**src/rtl/seg_disp_pkg.sv**
```systemverilog
// seg_disp_pkg: shared state encodings, limits and helpers for the display arbiter
package seg_disp_pkg;
  typedef enum logic [1:0] {IDLE = 2'd0, SHOW = 2'd1, BLANK = 2'd2} state_t;
  localparam logic [19:0] DATA_MAX = 20'd999_999;
  localparam int NUM_SRC = 3;
  function automatic logic [19:0] clamp(input logic [19:0] v);
    return v > DATA_MAX ? DATA_MAX : v;
  endfunction
endpackage

```
**src/rtl/seg_rr_pick.sv**
```systemverilog
// seg_rr_pick: combinational round-robin picker searching last+1, last+2, last (mod 3)
module seg_rr_pick
  import seg_disp_pkg::*;
(
  input  logic [NUM_SRC-1:0] req,
  input  logic [1:0]         last,
  output logic [1:0]         winner,
  output logic               found
);
  logic [1:0] n1, n2;
  always_comb begin
    n1 = last == 2'd2 ? 2'd0 : last + 2'd1;
    n2 = n1 == 2'd2 ? 2'd0 : n1 + 2'd1;
    winner = req[n1] ? n1 : req[n2] ? n2 : last;
    found = |req;
  end
endmodule

```
**src/rtl/seg_disp_arbiter.sv**
```systemverilog
// seg_disp_arbiter: round-robin sharing of one seg_dynamic display with dwell and blanking
module seg_disp_arbiter
  import seg_disp_pkg::*;
#(
  parameter logic [25:0] CNT_MAX   = 26'd49_999_999,
  parameter logic [15:0] BLANK_MAX = 16'd4_999
) (
  input  logic               sys_clk,
  input  logic               sys_rst_n,
  input  logic [NUM_SRC-1:0] req,
  input  logic [19:0]        data_0,
  input  logic [19:0]        data_1,
  input  logic [19:0]        data_2,
  input  logic [5:0]         point_0,
  input  logic [5:0]         point_1,
  input  logic [5:0]         point_2,
  input  logic               sign_0,
  input  logic               sign_1,
  input  logic               sign_2,
  output logic [19:0]        data,
  output logic [5:0]         point,
  output logic               sign,
  output logic               seg_en,
  output logic [NUM_SRC-1:0] grant
);
  state_t      state;
  logic [25:0] dwell_cnt;
  logic [15:0] blank_cnt;
  logic [1:0]  last, winner, src;
  logic [2:0]  own;
  logic        found, other, dwell_done, blank_done, start, hold, show;
  logic [19:0] src_data;
  logic [5:0]  src_point;
  logic        src_sign;

  seg_rr_pick u_pick (.req(req), .last(last), .winner(winner), .found(found));

  // start: a new owner is granted; hold: the current owner keeps the display
  always_comb begin
    own = 3'b001 << last;
    other = |(req & ~own);
    dwell_done = dwell_cnt == CNT_MAX;
    blank_done = blank_cnt == BLANK_MAX;
    start = found && (state == IDLE || (state == BLANK && blank_done));
    hold = state == SHOW && req[last] && !(dwell_done && other);
    show = start || hold;
    src = hold ? last : winner;
    src_data = src == 2'd0 ? data_0 : src == 2'd1 ? data_1 : data_2;
    src_point = src == 2'd0 ? point_0 : src == 2'd1 ? point_1 : point_2;
    src_sign = src == 2'd0 ? sign_0 : src == 2'd1 ? sign_1 : sign_2;
  end

  always_ff @(posedge sys_clk or negedge sys_rst_n) begin
    if (!sys_rst_n) begin
      state <= IDLE;
      last <= 2'd2;
      dwell_cnt <= '0;
      blank_cnt <= '0;
      seg_en <= 1'b0;
      grant <= '0;
      data <= '0;
      point <= '0;
      sign <= 1'b0;
    end else begin
      state <= show ? SHOW : state == SHOW ? (other ? BLANK : IDLE) :
               (state == BLANK && !blank_done) ? BLANK : IDLE;
      last <= start ? winner : last;
      dwell_cnt <= start ? '0 : (hold && !dwell_done) ? dwell_cnt + 26'd1 : dwell_cnt;
      blank_cnt <= (state == BLANK && !blank_done) ? blank_cnt + 16'd1 : '0;
      seg_en <= show;
      grant <= show ? 3'b001 << src : '0;
      data <= show ? clamp(src_data) : '0;
      point <= show ? src_point : '0;
      sign <= show ? src_sign : 1'b0;
    end
  end
endmodule

```
**config.mk**
```make
export PLATFORM = sky130hd
export DESIGN_NAME = seg_disp_arbiter
export DESIGN_NICKNAME = d
export VERILOG_FILES = /design/src/rtl/seg_disp_pkg.sv /design/src/rtl/seg_rr_pick.sv /design/src/rtl/seg_disp_arbiter.sv
export SDC_FILE = /design/constraint.sdc
export NUM_CORES = 1
export LEC_CHECK = 0
export ABC_AREA = 1
export CAP_MARGIN = 10
export CORE_MARGIN = 8
export CORE_UTILIZATION = 49
export CTS_CLUSTER_DIAMETER = 40
export DETAILED_ROUTE_END_ITERATION = 10
export GPL_ROUTABILITY_DRIVEN = 1
export GPL_TIMING_DRIVEN = 0
export PLACE_DENSITY = 0.81
export SLEW_MARGIN = 25
export SYNTH_ARGS = -nofsm -noshare
export SYNTH_HDL_FRONTEND = slang
export SYNTH_SLANG_ARGS = --single-unit
```
**constraint.sdc**
```tcl
create_clock -name sys_clk -period 2.8 [get_ports sys_clk]
set_input_delay 0.56 -clock sys_clk [delete_from_list [all_inputs] [get_ports sys_clk]]
set_output_delay 0.56 -clock sys_clk [all_outputs]
set_load 0.05 [all_outputs]
```
=== After elaboration in Yosys (flattened, before gate mapping) ===
Index checks and enable logic that the tools add are counted.

* Flip-flop bits (word level): 77
* Latch bits: 0
* Bits in writable memories: 0
* ROM bits: 0
* Logic and storage cells: 74
* Memories kept: 0

* Add/subtract/negate cells: 4
* Multipliers: 0
* Div/mod/pow operators: 0
* Order comparisons: 4
* Equality and inequality tests: 7
* Shift-type cells: 2
* Muxes and demuxes: 29
* Bitwise operators: 2
* Reductions and logical operators: 17

{| class="wikitable"
|+ Operators by type and width
! kind !! number
|-
| $mux W20 || 4
|-
| $mux W26 || 2
|-
| $add A26 B1 Y26 const B || 1
|-
| $eq A26 B26 Y1 const B || 1
|-
| $gt A20 B20 Y1 const B || 1
|-
| $mux W2 || 9
|-
| $mux W6 || 3
|-
| $add A16 B1 Y16 const B || 1
|-
| $eq A16 B13 Y1 const B || 1
|-
| $mux W16 || 1
|-
| $lt A2 B3 Y1 const B || 3
|-
| $logic_and A1 B1 Y1 || 7
|-
| $bmux W1 S2 || 3
|-
| $eq A2 B2 Y1 const B || 3
|-
| $mux W1 || 6
|-
| $reduce_or A3 Y1 || 2
|-
| $shl A1 B2 Y3 const A || 2
|-
| $add A2 B1 Y2 const B || 2
|-
| $eq A2 B1 Y1 const B || 2
|-
| $logic_not A2 Y1 || 2
|-
| $and A3 B3 Y3 || 1
|-
| $logic_not A1 Y1 || 3
|-
| $mux W3 || 1
|-
| $not A3 Y3 || 1
|-
| other kinds (2) || 3
|}

=== Logic depth before layout (Yosys ltp) ===
Gate-level depths: netlist (run 1).

* Depth after elaboration: 15
* Gate-level depth with buffers: 21
* Gate-level depth less buffers: 20

=== Cells and area by module ===
Synthesis (run 1) repeated with hierarchy kept, for this count alone.

* Cell total of the unflattened synthesis: 568
* Area total of the unflattened synthesis: 4301.6 um^2

{| class="wikitable"
|+ Modules (own cells, without submodules)
! module !! times used !! cells each !! area each (um^2) !! sequential area each (um^2)
|-
| seg_disp_arbiter || 1 || 546 || 4199.0 || 1903.1
|-
| seg_rr_pick || 1 || 22 || 102.6 || 0.0
|}

=== Worst setup path after synthesis (run 1) ===
No wires, ideal clock.

* Path type: register to register
* Start: reg state[0]
* End: reg data[6]
* Setup time: 118 ps
* Arrival: 2192 ps
* Required time: 2682 ps
* Path slack: 490 ps
* Cell stages (with the launch flop): 17
* Clock period less this slack: 2310 ps
* Cell sequence: dfrtp_1 > inv_1 > nor2_1 > nand2_1 > clkinv_2 > nand2_2 > nand3_4 > nand2_8 > buf_8 > nand3b_1 > nand3_1 > nor2_2 > nand2_2 > inv_1 > nand2_4 > nand3_4 > nor2_2

* Cells in the longest elaborated chain, start to end: 10
* Elaborated cells between the ends (all ways): 17
* Those cells by class: 1 x order compare; 3 x eq/ne; 5 x mux; 8 x reduce/logical

{| class="wikitable"
|+ RTL lines
! what !! line !! RTL
|-
| from (decl) || seg_disp_arbiter.sv:26 || <nowiki>state_t state;</nowiki>
|-
| from (signal assigned) || seg_disp_arbiter.sv:65 || <nowiki>state <= show ? SHOW : state == SHOW ? (other ? BLANK : IDLE) :</nowiki>
|-
| $eq A2 B1 Y1 || seg_disp_arbiter.sv:45 || <nowiki>hold = state == SHOW && req[last] && !(dwell_done && other);</nowiki>
|-
| $logic_and A1 B1 Y1 (2 in series) || seg_disp_arbiter.sv:45 ||
|-
| $mux W2 || seg_disp_arbiter.sv:47 || <nowiki>src = hold ? last : winner;</nowiki>
|-
| $eq A2 B1 Y1 || seg_disp_arbiter.sv:48 || <nowiki>src_data = src == 2'd0 ? data_0 : src == 2'd1 ? data_1 : data_2;</nowiki>
|-
| $mux W20 (2 in series) || seg_disp_arbiter.sv:48 ||
|-
| $gt A20 B20 Y1 || seg_disp_pkg.sv:7 || <nowiki>return v > DATA_MAX ? DATA_MAX : v;</nowiki>
|-
| $mux W20 || seg_disp_pkg.sv:7 ||
|-
| $mux W20 * || seg_disp_arbiter.sv:72 || <nowiki>data <= show ? clamp(src_data) : '0;</nowiki>
|-
| to (signal assigned) || seg_disp_arbiter.sv:72 ||
|-
| to (decl) || seg_disp_arbiter.sv:20 || <nowiki>output logic [19:0] data,</nowiki>
|}

Mark *: on every way between the ends. The rest lies on a longest branch, timed or not.
A chain may end at the register's enable or synchronous reset.

=== Worst setup path after layout (run 1) ===
* Start: reg last[1]
* End: reg data[15]

* Cells in the longest elaborated chain, start to end: 15
* Elaborated cells between the ends (all ways): 31
* Those cells by class: 2 x add/sub; 1 x order compare; 3 x eq/ne; 1 x shift; 15 x mux; 2 x bitwise; 7 x reduce/logical

{| class="wikitable"
|+ RTL lines
! what !! line !! RTL
|-
| from (decl) || seg_disp_arbiter.sv:29 || <nowiki>logic [1:0] last, winner, src;</nowiki>
|-
| from (signal assigned) || seg_disp_arbiter.sv:67 || <nowiki>last <= start ? winner : last;</nowiki>
|-
| $add A2 B1 Y2 / $eq A2 B2 Y1 (equally long branches) || seg_rr_pick.sv:12 || <nowiki>n1 = last == 2'd2 ? 2'd0 : last + 2'd1;</nowiki>
|-
| $mux W2 || seg_rr_pick.sv:12 ||
|-
| $add A2 B1 Y2 / $eq A2 B2 Y1 (equally long branches) || seg_rr_pick.sv:13 || <nowiki>n2 = n1 == 2'd2 ? 2'd0 : n1 + 2'd1;</nowiki>
|-
| $mux W2 || seg_rr_pick.sv:13 ||
|-
| $bmux W1 S2 || seg_rr_pick.sv:14 || <nowiki>winner = req[n1] ? n1 : req[n2] ? n2 : last;</nowiki>
|-
| $mux W1 (not written as such) || seg_rr_pick.sv:14 ||
|-
| $mux W2 (2 in series) || seg_rr_pick.sv:14 ||
|-
| $mux W2 || seg_disp_arbiter.sv:47 ||
|-
| $eq A2 B1 Y1 || seg_disp_arbiter.sv:48 ||
|-
| $mux W20 (2 in series) || seg_disp_arbiter.sv:48 ||
|-
| $gt A20 B20 Y1 || seg_disp_pkg.sv:7 ||
|-
| $mux W20 || seg_disp_pkg.sv:7 ||
|-
| $mux W20 * || seg_disp_arbiter.sv:72 ||
|}

Mark *: on every way between the ends. The rest lies on a longest branch, timed or not. The select of a mux whose other input is x is not followed.

==> results of run 1 <==
[cell type report]
class                      count  area (um2)
buffer                        12        97.6
clock buffer                   9         124
clock inverter                 7        98.8
fill                         712        2750
inverter                      85         323
multi-input combinational    399        2100
sequential                    76        1900
tap                          108         135
timing repair buffer         117        1190
[power breakdown]
part           switching, mW  total, mW  leakage (nW)  internal, mW
clock network          0.432      0.938         0.110         0.506
registers                  0       1.10         0.966          1.10
logic                  0.133      0.296          1.80         0.163
total                  0.565       2.33          2.87          1.77
[cell usage after synthesis (all sizes together)]
master  count  area [um2]
dfstp       1        26.3
nor2       93         399
nand3      53         330
inv        82         310
a221oi      2        17.5
a211oi      3        22.5
clkinv      3        12.5
nand2     110         487
o221ai      9        78.8
nor3       13        65.1
o21a        6        45.0
nor4        3        18.8
ha          2        25.0
and3        4        25.0
o21ai      30         150
buf         7        78.8
nor3b       2        15.0
a21boi      1        7.51
a21oi      32         160
or3         1        6.26
xor2        1        8.76
o211ai      3        22.5
nand4      10        62.6
nand3b     11        82.6
or2         8        50.1
clkbuf      5        18.8
dfrtp      75        1880
o22ai       2        12.5
[cells by family after synthesis]
| group | Yosys count |
|---|---|
| simple gates | 308 |
| buf+inv | 97 |
| compound gates | 88 |
| flops | 76 |
| fa+ha+maj | 2 |
| xor+xnor | 1 |
[layout by cell type, fill, tap and decap left out, types with 4 or more instances in the layout]
master           count
a21oi_1             32
dfrtp_1             75
clkdlybuf4s50_1    112
nand3_1             43
inv_2               11
nand4_1             10
nor2_2              17
clkbuf_1             5
nor3_1              13
nand3b_1            11
o221ai_1             9
and3_1               4
o21ai_0             25
clkbuf_8             9
o21ai_1              5
nand2_1             96
nand2_4              5
o21a_1               6
inv_1               70
nor2_1              74
nand3_2              8
buf_6                5
nand2_2              8
or2_2                8
[timing repair]
item | in CTS | in global routing
pin swaps | 0 | 1
hold buffers | 0 | 0
endpoints found under the setup margin | 9 | 8
resized for setup | 1 | 4
[worst max path at each step]
| stage | start | to | slack (ns) | cells past startpoint |
|---|---|---|---|---|
| after floorplan | state[0] | data[6] | 0.49 | 16 |
| after global placement | sys_rst_n | blank_cnt[10] | -1.42 | 1 |
| after detailed placement | req[1] | data[17] | -0.45 | 9 |
| after CTS | req[0] | data[15] | 0.15 | 15 |
| after global routing | last[1] | dwell_cnt[25] | 0.005 | 18 |
| final | last[1] | data[15] | 0.18 | 17 |
[layer usage]
layer | wire (um) | track usage | up-vias | part of all wire
met4 | 381 | 0.0964 | 0 | 0.030
met3 | 797 | 0.0487 | 30 | 0.062
met5 | 0 | 0 | - | 0
li1 | - | - | 2123 | -
met2 | 6320 | 0.364 | 139 | 0.50
met1 | 5270 | 0.234 | 2010 | 0.41
[sequential cells by signal (all words and copies together) (netlist names)]
signal	cells
dwell_cnt	26
data	20
blank_cnt	16
point	6
grant	3
last	2
state	2
sign	1
[per-stage QoR]
stage | std cells | TNS [ns] | utilization
CTS | 813 | 0 | 0.684
global placement | 796 | -115.53 | 0.655
global route | 813 | 0 | 0.685
detailed placement | 797 | -9.25 | 0.658
floorplan | 572 | 0 | -
finish | 813 | 0 | 0.685
[worst max-delay path, delay by kind of cell, from the launching register on]
family | cells | cell delay [ns]
and+or+nand+nor | 12 | 1.29
buffers and inverters | 4 | 0.49
DFF | 1 | 0.53
AOI/OAI and AO/OA | 1 | 0.21
==> metrics.md, run 1 <==
| Metric | Value |
|---|---|
| Vias in the first global route | `about 4500` |
| Rows | `34` |
| Crit-path slowest cell | `dfstp_2` |
| Post-route DRC | `0` |
| CTS root buf | `clkbuf_8` |
| Synth warnings | `0` |
| Worst Path Arrival | `between 2 and 3 ns` |
| Mux cell area share after synthesis | `0` |
| Final hold viol count | `0` |
| Chip width | `roughly 110 um` |
| Power per cell area | `390 nW/um2` |
| IO Pins | `117` |
| Worst vdd rail ir drop | `~210 uV` |
| CP required | `roughly 3.0 ns` |
| First-pass GRT wire length | `21300 um` |
| Dpl hpwl | `about 10000 um` |
| Unique masters post-synth | `just over 40` |
| Part of the cycle the worst path needs | `0.937` |
| CP max FO | `10` |
| Worst-Skew Late Latency | `around 0.35 ns` |
| Critical R2R Capture | `data[15]` |
| Outcome | `finished, final reports clean` |
| Routed vias/inst | `5.29` |
| Number of max-cap violations | `0` |
| Launch point of the worst reg-to-reg path | `last[1]` |
| Initial drt markers | `roughly 270` |
| Routed WL per cell | `about 16 um` |
| Largest net degree at the start of global routing | `56` |
| Share of the yosys chip area belonging to registers | `0.431` |
| Pre-CTS setup slack | `-0.454 ns` |
| Synth Area in Compound Gates | `0.117` |
| CP Capture Type | `flop` |
| Main combinational cell family by area after synthesis | `simple AND/OR/NAND/NOR gates` |
| GRT overflow | `0` |
| Skew final | `approximately 0.016 ns` |
| ANT cells | `0` |
| Gr usage total | `0.208` |
| Syn Nets | `660` |
| Syn_area_per_cell | `around 7.7 um2` |
| WHS | `0.0935 ns` |
| Max Fclk | `381 MHz` |
| First drt pass iteration count | `5` |
| Total power draw | `2.33 mW` |
| Fin crit period | `roughly 2.6 ns` |
| CTS clock-pin slew for the worst setup and hold paths | `roughly 0.09 ns` |
| Syn Inst Count | `between 500 and 600` |
| Synth Area in XOR/XNOR | `0.00198` |
| Critical path class | `reg -> reg` |
| Final setup vio count | `0` |
| CP dominant cell by count | `nand3_1` |
| TritonCTS clock tree | `built` |
| Initial antenna violation count | `0` |
| Synth Area in Adders | `0.00567` |
| Via count | `about 4300` |
| Post-Route WL | `roughly 13000 um` |
| Die area | `around 12000 um2` |
| Fin nets | `between 700 and 800` |
| Initial core utilization | `0.506` |
| RSZ-0062 raised after global routing | `no` |
| Sequence of cells on the critical path | `buf_6 -> inv_4 -> nand2_2 -> nand2_1 -> nand3_1 -> clkinv_1 -> nand2_2 -> nand3_4 -> nand2_8 -> buf_6 -> nand3_1 -> nand3_1 -> nor2_1 -> o21ai_1 -> nand2_4 -> nand3_4 -> nor2_2` |
| Slew Limit Fails | `0` |
| Simple-gate portion of the synthesized area | `0.349` |
| Critical Path Max Stage Delay | `0.53 ns` |
| Setup ws final | `0.176 ns` |
| CTS sink count | `76` |
| CTS Buf Count | `9` |
| Layout area overhead | `35.3%` |
| Tightest Pin Transition | `between 0.5 and 0.6 ns` |
| Number of port buffers | `116` |
| Reg2reg path depth | `17` |
| Layout cells sized above 1 | `0.128` |
| CTS Buffer Depth | `2` |
| Register bit total from synthesis | `between 70 and 80` |
| Die height | `111 um` |
| Core area | `~8700 um2` |
| Setup Buffers After CTS | `0` |
| Min-delay worst type | `in -> async` |
| Placed Area | `between 5000 and 6000 um2` |
| Max_slew headroom | `0.601` |
| Leakage power | `about 2.9 nW` |
| GPL Wtd Cong | `0.877` |
| R2R setup slack | `between 0.15 and 0.2 ns` |
| DRT antenna net count | `0` |
| Cell Area, Synth | `4420 um2` |
| CTS H-Tree Depth | `3` |
| Startpoint Class | `flop` |
| Final Cell Area | `between 5000 and 6000 um2` |
(Power assumes the default switching activity.)
==> run 2, diff against run 1 <==
--- a/config.mk
+++ b/config.mk
@@ -8,12 +8,12 @@
 export ABC_AREA = 1
 export CAP_MARGIN = 10
 export CORE_MARGIN = 8
-export CORE_UTILIZATION = 49
+export CORE_UTILIZATION = 45
 export CTS_CLUSTER_DIAMETER = 40
 export DETAILED_ROUTE_END_ITERATION = 10
 export GPL_ROUTABILITY_DRIVEN = 1
 export GPL_TIMING_DRIVEN = 0
-export PLACE_DENSITY = 0.81
+export PLACE_DENSITY = 0.75
 export SLEW_MARGIN = 25
 export SYNTH_ARGS = -nofsm -noshare
 export SYNTH_HDL_FRONTEND = slang
==> constraint.sdc (replaced) <==
create_clock -name sys_clk -period 2.55 [get_ports sys_clk]
set_input_delay 0.51 -clock sys_clk [delete_from_list [all_inputs] [get_ports sys_clk]]
set_output_delay 0.51 -clock sys_clk [all_outputs]
set_load 0.05 [all_outputs]
==> metrics.md, run 2 (synthesis results as in run 1) <==
| Metric | Value |
|---|---|
| Outcome | `finished, violations left` |
| Violated checks | `setup timing` |
| GRT overflow | `0 (unchanged)` |
| Gr usage total | `0.195 (-0.0135)` |
| Rows | `36 (+5.9%)` |
| Initial core utilization | `0.458 (-0.0482)` |
| WL met2 | `6960 um (+10%)` |
| Worst-Skew Late Latency | `0.36 ns (about the same)` |
| First drt pass iteration count | `4 (-1)` |
| Layout cells sized above 1 | `0.196 (+0.0685)` |
| CP required | `2.79 ns (-0.25 ns)` |
| CTS Buffer Depth | `2 (unchanged)` |
| Setup ws final | `-0.0329 ns (-0.209 ns)` |
| CTS sink count | `76 (unchanged)` |
| Total power draw | `2.60 mW (+12%)` |
| CTS H-Tree Depth | `3 (unchanged)` |
| CTS clock-pin slew for the worst setup and hold paths | `0.09 ns (about the same)` |
| Initial drt markers | `269 (+0.75%)` |
| Largest registers | `dwell_cnt x26, data x20, blank_cnt x16` |
| Most common library cell in the layout ignoring fill and taps | `clkdlybuf4s50_1` |
| Startpoint Class | `flop` |
| Final hold viol count | `0 (unchanged)` |
| First-pass GRT wire length | `20400 um (-4.4%)` |
| Number of max-cap violations | `0 (unchanged)` |
| Top sig layer | `met4` |
| FF+latch area | `1900 um2 (unchanged)` |
| RSZ-0062 raised after global routing | `yes` |
| Cts hold-fix bufs | `0 (unchanged)` |
| Worst Path Arrival | `2.83 ns (-0.03 ns)` |
| Post-Route WL | `13600 um (+6.5%)` |
| Dpl hpwl | `10000 um (-1.9%)` |
| ANT cells | `0 (unchanged)` |
| Tightest Pin Transition | `0.565 ns (-0.0313 ns)` |
| CTS root buf | `clkbuf_8` |
| Met3 WL | `671 um (-16%)` |
| Slew Limit Fails | `0 (unchanged)` |
| Power per cell area | `410 nW/um2 (+5.1%)` |
| CP Capture Type | `flop` |
| Largest Register | `dwell_cnt` |
| CP max FO | `8 (-2)` |
| Worst vdd rail ir drop | `298 uV (+44%)` |
| Routed WL per cell | `15.8 um (+0.43%)` |
| TritonCTS clock tree | `built` |
| Core area | `9640 um2 (+11%)` |
| Fin crit period | `2.58 ns (-0.0408 ns)` |
| Max reg flops | `26 (unchanged)` |
| Part of the cycle the worst path needs | `1.01 (+0.0758)` |
| Skew final | `0.0153 ns (-0.00104 ns)` |
| DRT antenna net count | `0 (unchanged)` |
| Fillcell total | `802 (+13%)` |
| CTS Buf Count | `9 (unchanged)` |
| Critical R2R Capture | `data[15]` |
| Launch point of the worst reg-to-reg path | `last[1]` |
| Reg2reg path depth | `17 (unchanged)` |
| Max Fclk | `387 MHz (+1.6%)` |
| Largest net degree at the start of global routing | `54 (-3.6%)` |
| Routed vias/inst | `5.15 (-2.6%)` |
| Metal-1 WL | `5570 um (+5.8%)` |
| Min-delay worst type | `in -> async` |
| Fin util | `0.659 (-0.0262)` |
| Layout area overhead | `43.8%` |
| Die height | `115 um (+3.7%)` |
| Leakage power | `3.01 nW (+4.8%)` |
| Critical path class | `reg -> reg` |
| Via count | `4441 (+3.2%)` |
| Number of port buffers | `116 (unchanged)` |
| Fin nets | `812 (+3.0%)` |
| GPL Wtd Cong | `0.931 (+6.2%)` |
| Most frequent cells in the layout | `clkdlybuf4s50_1, nand2_1, dfrtp_1, inv_1, nor2_1` |
| R2R setup slack | `-0.03 ns (-0.21 ns)` |
| Initial antenna violation count | `0 (unchanged)` |
| Vias in the first global route | `4407 (-1.9%)` |
| Multi-input gate area | `2270 um2 (+7.9%)` |
| Max_slew headroom | `0.622 (+0.0209)` |
| Post-route DRC | `0 (unchanged)` |
| Die area | `13200 um2 (+7.6%)` |
| IO Pins | `117 (unchanged)` |
| Chip width | `115 um (+3.7%)` |
| Final setup vio count | `11 (+11)` |
## run 2: area by class of cell
class	count	area share
Tap cell	133	0.0262
Clock buffer	10	0.0217
Sequential cell	76	0.300
Buffer	12	0.0156
Timing Repair Buffer	137	0.214
Multi-Input combinational cell	403	0.357
Inverter	85	0.0526
Clock inverter	6	0.0138
## run 2: layer usage
layer	vias to the layer above	global-route usage
met4	0	0.0762
met5	-	0
met1	2088	0.225
li1	2186	-
met2	139	0.340
met3	28	0.0478
## run 2: how the worst max path moves through the flow
stage,from,endpoint,slack [ns],cells after the start
6_report,last[1],data[15],-0.03,17
5_1_grt,dwell_cnt[0],data[15],-0.18,18
4_1_cts,dwell_cnt[0],data[11],0.003,18
3_5_place_dp,req[1],data[17],-0.62,9
3_3_place_gp,sys_rst_n,point[5],-1.72,1
2_1_floorplan,state[0],data[6],0.24,16
## run 2: repair_timing
action / CTS / global route
pin swaps: 0 / 17
setup endpoints to repair: 27 / 29
buffers inserted: 0 / 18
resized for setup: 7 / 44
gates cloned: 0 / 6
## run 2: power by group
group | internal, mW | total, mW | switching (mW) | leakage (nW)
clock network | 0.576 | 1.04 | 0.464 | 0.105
registers | 1.20 | 1.20 | 0 | 0.966
logic | 0.194 | 0.361 | 0.167 | 1.94
## run 2: per-stage QoR
step | worst slack, ns | setup TNS [ns] | cell area (um2) | hold slack, ns | cells
finish | -0.0329 | -0.205 | 6350 | 0.0401 | 862
global route | -0.178 | -2.33 | 6350 | 0.0581 | 862
CTS | 0.00272 | 0 | 6010 | 0.0476 | 838
detailed placement | -0.621 | -15.89 | 5770 | 0.440 | 822
global placement | -1.72 | -143.05 | 5740 | 0.446 | 821
floorplan | 0.240 | 0 | 4420 | 0.214 | 572
## run 2: critical path, cell delays in order, from the launching register on
cell	delay, ns
dfstp_2	0.53
buf_6	0.13
inv_4	0.05
nand2_2	0.07
nand2_1	0.09
nand3_2	0.14
nand3_2	0.13
nand3_4	0.13
nand2_8	0.10
clkbuf_16	0.17
nand3b_1	0.10
nand3b_1	0.14
nor2_2	0.14
nand2_2	0.10
nor2_4	0.15
nand2_4	0.10
nand3_4	0.16
nor2_2	0.04
==> run 3, diff against run 2 <==
--- a/config.mk
+++ b/config.mk
@@ -11,9 +11,9 @@
 export CORE_UTILIZATION = 45
 export CTS_CLUSTER_DIAMETER = 40
 export DETAILED_ROUTE_END_ITERATION = 10
+export DONT_BUFFER_PORTS = 1
 export GPL_ROUTABILITY_DRIVEN = 1
 export GPL_TIMING_DRIVEN = 0
-export PLACE_DENSITY = 0.75
 export SLEW_MARGIN = 25
 export SYNTH_ARGS = -nofsm -noshare
 export SYNTH_HDL_FRONTEND = slang
==> metrics.md, run 3 (synthesis results as in run 1) <==
| Metric | Value |
|---|---|
| Outcome | `finished, violations left` |
| Violated checks | `setup timing` |
| Critical Path Max Stage Delay | `0.53 ns (about the same)` |
| Routed vias/inst | `5.19 (+0.64%)` |
| Max_slew headroom | `0.662 (+0.0401)` |
| Final hold viol count | `0 (unchanged)` |
| Finished Layout Cells | `740 (-14%)` |
| Top sig layer | `met4` |
| Power per cell area | `466 nW/um2 (+14%)` |
| Part of the cycle the worst path needs | `1.00 (-0.00990)` |
| Die area | `13200 um2 (unchanged)` |
| Slew Limit Fails | `0 (unchanged)` |
| CP required | `2.80 ns (about the same)` |
| Routed WL per cell | `15.8 um (+0.49%)` |
| Gr usage total | `0.182 (-0.0128)` |
| Number of port buffers | `0 (-100%)` |
| Fin util | `0.528 (-0.131)` |
| GPL Wtd Cong | `0.857 (-7.9%)` |
| Final Cell Area | `5090 um2 (-20%)` |
| Initial core utilization | `0.458 (unchanged)` |
| Post-Route WL | `11700 um (-14%)` |
| Worst vdd rail ir drop | `271 uV (-9.1%)` |
| Most frequent cells in the layout | `nand2_1, dfrtp_1, inv_1, nor2_1, nand3_1` |
| Die height | `115 um (unchanged)` |
| Tightest Pin Transition | `0.505 ns (-0.0602 ns)` |
| GRT overflow | `0 (unchanged)` |
| Layout area overhead | `15.2%` |
| Reg2reg path depth | `17 (unchanged)` |
| Chip width | `115 um (unchanged)` |
| CP max FO | `8 (unchanged)` |
| CTS H-Tree Depth | `3 (unchanged)` |
| Pre-CTS setup slack | `-0.172 ns (+0.450 ns)` |
| Largest net degree at the start of global routing | `76 (+41%)` |
| Critical R2R Capture | `data[10]` |
| R2R setup slack | `-0.008 ns (+0.03 ns)` |
| Metal-1 WL | `5000 um (-10%)` |
| CTS root buf | `clkbuf_8` |
| CTS Buf Count | `9 (unchanged)` |
| Vias in the first global route | `3914 (-11%)` |
| Critical path class | `reg -> reg` |
| Number of max-cap violations | `0 (unchanged)` |
| Skew final | `0.00998 ns (-0.00534 ns)` |
| Layout cells sized above 1 | `0.222 (+0.0262)` |
| Via count | `3837 (-14%)` |
| RSZ-0062 raised after global routing | `yes` |
| Sequence of cells on the critical path | `buf_6 -> inv_4 -> o21ai_1 -> nand3_2 -> clkinv_2 -> nand2_4 -> nand3_1 -> nand2_4 -> buf_4 -> nand3b_1 -> nand3_2 -> nor2_1 -> nand2_1 -> nor2_4 -> nand2_4 -> nand3_4 -> nor2_2` |
| CTS Buffer Depth | `2 (unchanged)` |
| Setup ws final | `-0.00766 ns (+0.0252 ns)` |
| Launch point of the worst reg-to-reg path | `last[1]` |
| IO Pins | `117 (unchanged)` |
| CP Capture Type | `flop` |
| Post-route DRC | `0 (unchanged)` |
| Final setup vio count | `4 (-7)` |
| First-pass GRT wire length | `19000 um (-6.6%)` |
| Initial antenna violation count | `0 (unchanged)` |
| TritonCTS clock tree | `built` |
| Placed cells | `705 (-14%)` |
| CP dominant cell by count | `nand2_4` |
| First drt pass iteration count | `5 (+1)` |
| Fin nets | `690 (-15%)` |
| Max Fclk | `391 MHz (+0.99%)` |
| Met3 WL | `726 um (+8.2%)` |
| WL met2 | `5830 um (-16%)` |
| CTS clock-pin slew for the worst setup and hold paths | `0.08 ns (about the same)` |
| Rows | `36 (unchanged)` |
| Fin crit period | `2.56 ns (-0.0252 ns)` |
| Min-delay worst type | `in -> async` |
| Startpoint Class | `flop` |
| Most common library cell in the layout ignoring fill and taps | `nand2_1` |
| Dpl hpwl | `8720 um (-13%)` |
| WHS | `0.0492 ns (+0.00909 ns)` |
| Largest registers | `dwell_cnt x26, data x20, blank_cnt x16` |
| Worst Path Arrival | `2.81 ns (-0.02 ns)` |
| Placed Area | `4580 um2 (-21%)` |
| Leakage power | `2.53 nW (-16%)` |
| Max reg flops | `26 (unchanged)` |
| Fillcell total | `968 (+21%)` |
| ANT cells | `0 (unchanged)` |
| Initial drt markers | `146 (-46%)` |
| DRT antenna net count | `0 (unchanged)` |
| Largest Register | `dwell_cnt` |
| Worst-Skew Late Latency | `0.36 ns (about the same)` |
| Core area | `9640 um2 (unchanged)` |
| Crit-path slowest cell | `dfstp_2` |
| CTS sink count | `76 (unchanged)` |
[run 3: cell count changes in the layout (fill, tap and decap cells not counted), sizes merged, moves of 2 or more]
cell / change
clkinvlp: -2
dlygate4sd2: -2
buf: -5
nand2: -2
clkdlybuf4s50: -112
clkinv: +3
[run 3: worst max path at each step]
stage	startpoint	cells past startpoint	slack, ns	end
6_report	last[1]	17	-0.008	data[10]
5_1_grt	dwell_cnt[1]	18	-0.18	data[6]
4_1_cts	dwell_cnt[1]	18	-0.0006	data[13]
3_5_place_dp	state[0]	17	-0.17	dwell_cnt[25]
3_3_place_gp	blank_cnt[0]	12	-0.14	data[17]
2_1_floorplan	state[0]	16	0.24	data[6]
[run 3: metrics by stage]
step                      setup TNS, ns  total power, mW
final                           -0.0172             2.37
after global routing              -2.29             2.47
after CTS                     -0.000620             2.37
after detailed placement          -2.96             1.39
after global placement            -2.13             1.39
after floorplan                       0             1.36
[run 3: where the power goes]
| part | switching, mW | internal (mW) | total, mW |
|---|---|---|---|
| Combinational | 0.136 | 0.0880 | 0.224 |
| Clock | 0.461 | 0.483 | 0.943 |
| Sequential | 0 | 1.20 | 1.20 |
[run 3: layout make-up]
| class | instances | area, um2 | area share |
|---|---|---|---|
| Multi-Input combinational cell | 401 | 2230 | 0.438 |
| Inverter | 85 | 330 | 0.0649 |
| Timing Repair Buffer | 17 | 154 | 0.0302 |
| Sequential cell | 76 | 1910 | 0.374 |
| Clock inverter | 5 | 60.1 | 0.0118 |
| Buffer | 12 | 100 | 0.0197 |
| Clock buffer | 11 | 141 | 0.0278 |
| Tap cell | 133 | 166 | 0.0327 |
[run 3: metal layers]
metal | GRT usage | vias up
met3 | 0.0546 | 12
li1 | - | 1933
met5 | 0 | -
met4 | 0.0709 | 0
met2 | 0.303 | 107
met1 | 0.216 | 1785
[run 3: worst max-delay path: cells and delay by family (launching register included)]
kind | cells | cell delay [ns]
buffers and inverters | 4 | 0.43
DFF | 1 | 0.53
AOI/OAI and AO/OA | 1 | 0.14
and+or+nand+nor | 12 | 1.36
[run 3: what timing repair did]
| item | 4_1_cts | 5_1_grt |
|---|---|---|
| gates cloned | 1 | 1 |
| pin swaps | 4 | 14 |
| gates resized for setup | 11 | 33 |
| hold buffers | 2 | 0 |
| setup endpoints to repair | 25 | 28 |
| endpoints found under the hold margin | 75 | 0 |
| setup buffers | 3 | 12 |
